[config.mk]
export PLATFORM = sky130hd
export DESIGN_NAME = muldiv_ctrl
export DESIGN_NICKNAME = d
export VERILOG_FILES = /design/src/rtl/muldiv_pkg.sv /design/src/rtl/gen_register.sv /design/src/rtl/muldiv_ctrl.sv
export SDC_FILE = /design/constraint.sdc
export NUM_CORES = 1
export LEC_CHECK = 0
export BUFFER_PORTS_ARGS = -buffer_cell sky130_fd_sc_hd__buf_4
export CAP_MARGIN = 20
export CORE_UTILIZATION = 55
export DETAILED_ROUTE_END_ITERATION = 7
export GPL_TIMING_DRIVEN = 1
export PLACE_DENSITY = 0.86
export SETUP_SLACK_MARGIN = 0.15
export SLEW_MARGIN = 20
export SYNTH_ARGS = -nofsm -noshare
export SYNTH_HDL_FRONTEND = slang
export SYNTH_HIERARCHICAL = 1
export SYNTH_SLANG_ARGS = --single-unit
[constraint.sdc]
create_clock -name clk -period 4.1 [get_ports clk]
set_input_delay 0.41 -clock clk [delete_from_list [all_inputs] [get_ports clk]]
set_output_delay 0.41 -clock clk [all_outputs]
set_load 0.02 [all_outputs]
[src/rtl/muldiv_pkg.sv]
// Shared encodings and fixed results for the MIPS multiply/divide sequencer.
// The result constants are MAX_WORD wide and get narrowed to the instance width.
package muldiv_pkg;

    typedef enum logic [1:0] {
        OP_MULTU = 2'b00,
        OP_MULT  = 2'b01,
        OP_DIVU  = 2'b10,
        OP_DIV   = 2'b11
    } op_e;

    typedef enum logic [1:0] {
        IDLE,
        RUN,
        FIX
    } state_e;

    localparam int MAX_WORD = 64;

    // Divide by zero: the quotient is all ones and HI keeps the dividend.
    localparam logic [MAX_WORD-1:0] DIV0_QUOT = '1;
    // Signed overflow (most negative / -1): the remainder is zero.
    localparam logic [MAX_WORD-1:0] OVF_REM   = '0;

    // Signed overflow quotient: the most negative value of a w-bit word.
    function automatic logic [MAX_WORD-1:0] ovf_quot(input int w);
        return 64'd1 << (w - 1);
    endfunction

endpackage

[src/rtl/gen_register.sv]
// Generic clearable register with a write enable; holds one of HI or LO.
module gen_register #(
    parameter int WORD_SIZE = 32
) (
    input  logic                 clk,
    input  logic                 rst,
    input  logic                 write_en,
    input  logic [WORD_SIZE-1:0] d,
    output logic [WORD_SIZE-1:0] q
);

    // NOTE: non-blocking assignment so every flop samples pre-edge values.
    always_ff @(posedge clk or posedge rst) begin
        if (rst)
            q <= '0;
        else if (write_en)
            q <= d;
    end

endmodule

[src/rtl/muldiv_ctrl.sv]
// Sequencer for MULT/MULTU/DIV/DIVU (one bit per clock) and MTHI/MTLO.
// Operands are reduced to magnitudes on entry; signs are reapplied in FIX.
module muldiv_ctrl
    import muldiv_pkg::*;
#(
    parameter int WORD_SIZE = 32,
    parameter int CNT_W     = 6
) (
    input  logic                 clk,
    input  logic                 rst,
    input  logic                 start,
    input  logic [1:0]           op,
    input  logic [WORD_SIZE-1:0] rs_val,
    input  logic [WORD_SIZE-1:0] rt_val,
    input  logic                 mthi,
    input  logic                 mtlo,
    output logic                 busy,
    output logic                 done,
    output logic [WORD_SIZE-1:0] hi_out,
    output logic [WORD_SIZE-1:0] lo_out
);

    localparam logic [WORD_SIZE-1:0] MOST_NEG = {1'b1, {(WORD_SIZE-1){1'b0}}};

    state_e               state, state_nx;
    logic [CNT_W-1:0]     count;
    op_e                  op_q;
    logic [WORD_SIZE-1:0] opa;      // multiplicand or divisor magnitude
    logic [WORD_SIZE-1:0] acc_a;    // product high half or partial remainder
    logic [WORD_SIZE-1:0] acc_b;    // multiplier / product low half or quotient
    logic                 neg_res, neg_rem, div_zero, div_ovf;

    op_e                  op_in;
    logic                 in_signed, in_div, rs_neg, rt_neg;
    logic [WORD_SIZE-1:0] rs_mag, rt_mag;
    logic                 div_q, last_iter;

    logic [WORD_SIZE:0]     mul_sum, div_shift;
    logic [WORD_SIZE-1:0]   mul_a, mul_b, div_a, div_b, div_diff;
    logic                   div_ge;
    logic [2*WORD_SIZE-1:0] prod, prod_fix;
    logic [WORD_SIZE-1:0]   quot_fix, rem_fix, hi_res, lo_res;
    logic                   fix, move_ok, hi_we, lo_we;
    logic [WORD_SIZE-1:0]   hi_d, lo_d;

    assign op_in     = op_e'(op);
    assign in_signed = (op_in == OP_MULT) || (op_in == OP_DIV);
    assign in_div    = (op_in == OP_DIVU) || (op_in == OP_DIV);
    assign rs_neg    = in_signed && rs_val[WORD_SIZE-1];
    assign rt_neg    = in_signed && rt_val[WORD_SIZE-1];
    assign rs_mag    = rs_neg ? -rs_val : rs_val;
    assign rt_mag    = rt_neg ? -rt_val : rt_val;

    assign div_q     = (op_q == OP_DIVU) || (op_q == OP_DIV);
    assign last_iter = (count == CNT_W'(WORD_SIZE - 1));
    assign busy      = (state == RUN) || (state == FIX);

    // One shift-add or restoring-subtract step per clock.
    assign mul_sum   = {1'b0, acc_a} + (acc_b[0] ? {1'b0, opa} : '0);
    assign mul_a     = mul_sum[WORD_SIZE:1];
    assign mul_b     = {mul_sum[0], acc_b[WORD_SIZE-1:1]};
    assign div_shift = {acc_a, acc_b[WORD_SIZE-1]};
    assign div_ge    = (div_shift >= {1'b0, opa});
    assign div_diff  = div_shift[WORD_SIZE-1:0] - opa;
    assign div_a     = div_ge ? div_diff : div_shift[WORD_SIZE-1:0];
    assign div_b     = {acc_b[WORD_SIZE-2:0], div_ge};

    always_ff @(posedge clk or posedge rst) begin
        if (rst)
            state <= IDLE;
        else
            state <= state_nx;
    end

    always_comb begin
        // NOTE: defaults first so no path through the case leaves a latch.
        state_nx = state;
        case (state)
            IDLE:    if (start) state_nx = RUN;
            RUN:     if (last_iter) state_nx = FIX;
            FIX:     state_nx = IDLE;
            default: state_nx = IDLE;
        endcase
    end

    always_ff @(posedge clk or posedge rst) begin
        if (rst) begin
            count    <= '0;
            op_q     <= OP_MULTU;
            opa      <= '0;
            acc_a    <= '0;
            acc_b    <= '0;
            neg_res  <= 1'b0;
            neg_rem  <= 1'b0;
            div_zero <= 1'b0;
            div_ovf  <= 1'b0;
            done     <= 1'b0;
        end else begin
            done <= (state == FIX);
            case (state)
                IDLE: if (start) begin
                    count    <= '0;
                    op_q     <= op_in;
                    opa      <= in_div ? rt_mag : rs_mag;
                    acc_a    <= '0;
                    acc_b    <= in_div ? rs_mag : rt_mag;
                    neg_res  <= rs_neg ^ rt_neg;
                    neg_rem  <= rs_neg;
                    div_zero <= in_div && (rt_val == '0);
                    div_ovf  <= (op_in == OP_DIV) && (rs_val == MOST_NEG) && (rt_val == '1);
                end
                RUN: begin
                    count <= count + 1'b1;
                    acc_a <= div_q ? div_a : mul_a;
                    acc_b <= div_q ? div_b : mul_b;
                end
                default: ;
            endcase
        end
    end

    // Sign correction and special-case results, consumed only in FIX.
    always_comb begin
        prod     = {acc_a, acc_b};
        prod_fix = neg_res ? -prod : prod;
        quot_fix = neg_res ? -acc_b : acc_b;
        rem_fix  = neg_rem ? -acc_a : acc_a;
        hi_res   = prod_fix[2*WORD_SIZE-1:WORD_SIZE];
        lo_res   = prod_fix[WORD_SIZE-1:0];
        if (div_q) begin
            if (div_zero) begin
                hi_res = rem_fix;
                lo_res = WORD_SIZE'(DIV0_QUOT);
            end else if (div_ovf) begin
                hi_res = WORD_SIZE'(OVF_REM);
                lo_res = WORD_SIZE'(ovf_quot(WORD_SIZE));
            end else begin
                hi_res = rem_fix;
                lo_res = quot_fix;
            end
        end
    end

    // A start in IDLE takes priority over a register move.
    assign fix     = (state == FIX);
    assign move_ok = (state == IDLE) && !start;
    assign hi_we   = fix || (move_ok && mthi);
    assign lo_we   = fix || (move_ok && mtlo);
    assign hi_d    = fix ? hi_res : rs_val;
    assign lo_d    = fix ? lo_res : rs_val;

    gen_register #(.WORD_SIZE(WORD_SIZE)) u_hi (
        .clk      (clk),
        .rst      (rst),
        .write_en (hi_we),
        .d        (hi_d),
        .q        (hi_out)
    );

    gen_register #(.WORD_SIZE(WORD_SIZE)) u_lo (
        .clk      (clk),
        .rst      (rst),
        .write_en (lo_we),
        .d        (lo_d),
        .q        (lo_out)
    );

endmodule

==> impl_metrics.py <==
metrics = {
    "floorplan": {
        "die_w_um": 174,
        "row_count": 62,
        "pin_count": 137,
        "dieArea_um2": 30400,
        "die_h_um": 174,
        "core_area_um2": 28900,
        "initial_core_util": 0.564,
    },
    "finish": {
        "finalInstanceArea_um2": 18300,
        "multi_input_area_um2": 11100,
        "fillers": 2504,
        "antenna_cells": 0,
        "register_area_um2": 4360,
        "area_delta_synth_final_pct": 12.0,
        "fin_nets": 2310,
        "drive_gt1_frac": 0.158,
    },
    "worst_setup_path": {
        "worstPathRequired_ps": 4430,
        "crit_buf_inv": 1,
        "cp-start-kind": "flop",
        "path_common_cell": "or3_4",
        "crit_arrival_ps": 4120,
        "cp_top_family": "simple AND/OR/NAND/NOR gates",
        "cp_max_fo": 6,
        "path_class": "reg2reg",
        "crit_slowest_cell": "or3b_4",
        "path_cells": "inv_2 > ha_2 > or3b_4 > or3_4 > or3_4 > or3_4 > or3_4 > or2_4 > a2bb2oi_1 > o221ai_1 > mux2_2 > mux2_4",
        "slowest_delay_ps": 420,
        "critPathCaptureType": "flop",
    },
    "global_route": {
        "grt_start_max_net_pins": 106,
        "grt_pass1_vias": 16000,
        "grt_pass1_wl_um": 89300,
        "grt_usage": 0.379,
        "overflow": 0,
        "grt_antenna_before_repair": 1,
    },
    "timing": {
        "clock_skew_ps": 12.1,
        "max_freq_ghz": 0.264,
        "hold_violations": 0,
        "hold_slack_ps": 78.5,
        "finalMaxSlewViolations": 0,
        "slew_headroom": 0.245,
        "setup_viol": 0,
        "grt_setup_unrepaired": "no",
        "tightestPinTransition_ps": 1130,
        "layout_min_cycle_time_ps": 3790,
        "tns_ps": 0,
        "period_share": 0.924,
    },
    "clock_network": {
        "cts_tree": "built",
        "path_clk_slew_ps": 80,
        "post_cts_buffers": 0,
        "clock_path_buffers": 2,
        "cts-root-buf": "clkbuf_16",
        "hold_buffers": 0,
        "insertion_delay_ps": 450,
        "cts_num_sinks": 174,
        "ctsResizeCount": 0,
        "htree_num_levels": 4,
        "cts_buffers": 17,
    },
    "run_status": {
        "outcome": "finished, final reports clean",
    },
    "logic_synthesis": {
        "yosysMostFrequentCell": "nor2_1",
        "ys_top_cells_by_area": "dfrtp_1 27%, a21oi_1 6.7%, o21ai_0 5.9%, xnor2_1 5.7%, ha_1 5.6%",
        "yosys.cell_types.count": 81,
        "synth_warnings": 6,
        "ys_top_cells_by_count": "243 x nor2_1, 220 x a21oi_1, 191 x o21ai_0, 189 x nand2_1, 174 x dfrtp_1",
        "synth_edf_count": 0,
        "synth-seq-cells": 174,
        "synth_seq_area_share": 0.267,
        "synth_largest_type_area_fraction": 0.267,
        "synth_mux_area_frac": 0.0924,
        "synth_ff_type": "dfrtp_1",
        "synthXorXnorAreaFrac": 0.0912,
        "avgSynthCellArea_um2": 7.86,
        "synth_fa_ha_area_frac": 0.0584,
        "yosys.area_share.simple": 0.187,
        "yosysTopAreaCell": "dfrtp_1",
        "syn-num-nets": 2225,
        "synth_compound_area_frac": 0.247,
        "synth_area_um2": 16300,
        "async_reset_ff_frac": 1.00,
        "synthCells": 2079,
        "synth_top_family_by_area": "compound AO/OA/AOI/OAI gates",
    },
    "place": {
        "gp_congestion": 1.02,
        "dp_hpwl_um": 44600,
        "placed_area_um2": 17700,
        "numPortBuffers": 136,
    },
    "power_and_ir_drop": {
        "power.density_nw_per_um2": 850,
        "irDropWorstVdd_uv": 372,
        "leakage_nw": 8.06,
        "power_frac_seq": 0.225,
        "pwr-share-comb": 0.666,
        "clkPwrFrac": 0.109,
        "netSwitchingFraction": 0.508,
        "power.internal_w": 0.00765,
        "switching_power_w": 0.00790,
    },
    "drt": {
        "drt-total-wl_um": 58900,
        "via_count": 17200,
        "drtAntennaViolNets": 0,
        "wl_per_cell_um": 23.0,
        "drtIter0Drc": 2549,
        "dr.pass1.iters": 6,
        "via_per_inst": 6.70,
        "drc": 0,
    },
    "flow_run": {
        "maxCapViolCount": 0,
    },
    "min_path": {
        "hold_class": "in2async",
    },
}
## cells by family (layout without fill, tap and decap cells)
family | Yosys count | in the layout
simple gates | 661 | 661
compound gates | 662 | 662
fa+ha+maj | 75 | 75
xor+xnor | 170 | 170
flops | 174 | 174
mux | 118 | 118
buf+inv | 219 | 317
## area by class of cell
type	count	share of cell area
Tap cell	384	0.0263
Timing Repair Buffer	195	0.0807
Clock buffer	18	0.0234
Inverter	90	0.0186
Clock inverter	14	0.00793
Sequential cell	174	0.238
Multi-Input combinational cell	1686	0.605
## sequential cells by signal (all words and copies together), names as in the netlist
name,cells
neg_res,1
u_lo/q,32
u_hi/q,32
div_ovf,1
acc_a,32
opa,32
done,1
div_zero,1
acc_b,32
neg_rem,1
state,2
op_q,1
count,6
## power by group through the flow
| stage | Sequential [W] | Combinational [W] | Clock [W] |
|---|---|---|---|
| global placement | 0.00344 | 0.00980 | 0 |
| CTS | 0.00345 | 0.0101 | 0.00168 |
| global route | 0.00356 | 0.0111 | 0.00175 |
| detailed placement | 0.00347 | 0.0100 | 0 |
| finish | 0.00350 | 0.0104 | 0.00169 |
| floorplan | 0.00349 | 0.00693 | 0 |
## path summary, 6_finish.rpt
check,endpoint,cells after the start,from,slack (ps)
max,u_hi/q[30]$_DFFE_PP0P_,12,acc_a[1]$_DFFE_PP0P_,310
min,u_lo/q[29]$_DFFE_PP0P_,3,rst,80
max reg2reg,u_hi/q[30]$_DFFE_PP0P_,12,acc_a[1]$_DFFE_PP0P_,310
min reg2reg,opa[7]$_DFFE_PP0P_,2,opa[7]$_DFFE_PP0P_,490
max in group asynchronous,acc_a[3]$_DFFE_PP0P_,3,rst,3070
min in group clk,neg_res$_DFFE_PP0P_,3,rt_val[31],310
## through the flow
step | total power (W) | util | cells | worst slack [ps]
2_1_floorplan | 0.0104 | - | 2079 | 388
3_3_place_gp | 0.0132 | 0.612 | 2529 | 370
3_5_place_dp | 0.0135 | 0.612 | 2529 | 271
4_1_cts | 0.0152 | 0.632 | 2561 | 260
5_1_grt | 0.0164 | 0.632 | 2561 | 154
6_report | 0.0155 | 0.632 | 2561 | 310
## cell usage in the layout (no fill, tap or decap), types with 11 or more instances in the layout
cell type and count:
nor2_1 243, a21oi_1 220, buf_4 194, o21ai_0 189, nand2_1 186, dfrtp_1 173
xnor2_1 107, inv_1 86, ha_1 71, xor2_1 63, mux2_4 60, nor3_1 44
mux2i_1 36, a211oi_1 33, nand3_1 30, o31ai_1 24, nand4_1 24, a21o_1 24
nand2b_1 22, mux2_2 22, and3_1 19, or3_1 19, o22ai_1 19, a22o_1 18
a31oi_1 17, clkbuf_16 17, nor4_1 14, o211ai_1 13, or4_1 12, nor2b_1 11
o41ai_1 11
## worst reg2reg max path: cells and delay by family (launching register included)
kind	cells	cell delay, ps
muxes	2	540
DFF	1	390
and+or+nand+nor	6	2180
adders and majority gates	1	200
AOI/OAI and AO/OA	2	290
buffers and inverters	1	90
## per-layer routing
metal	up-vias	GRT usage	wire [µm]
met3	277	0.0820	6800
met5	-	0	0
met4	0	0.225	3720
met2	1261	0.580	25500
li1	7615	-	-
met1	7997	0.492	22800
No activity file was read; power rests on OpenSTA's default activity.
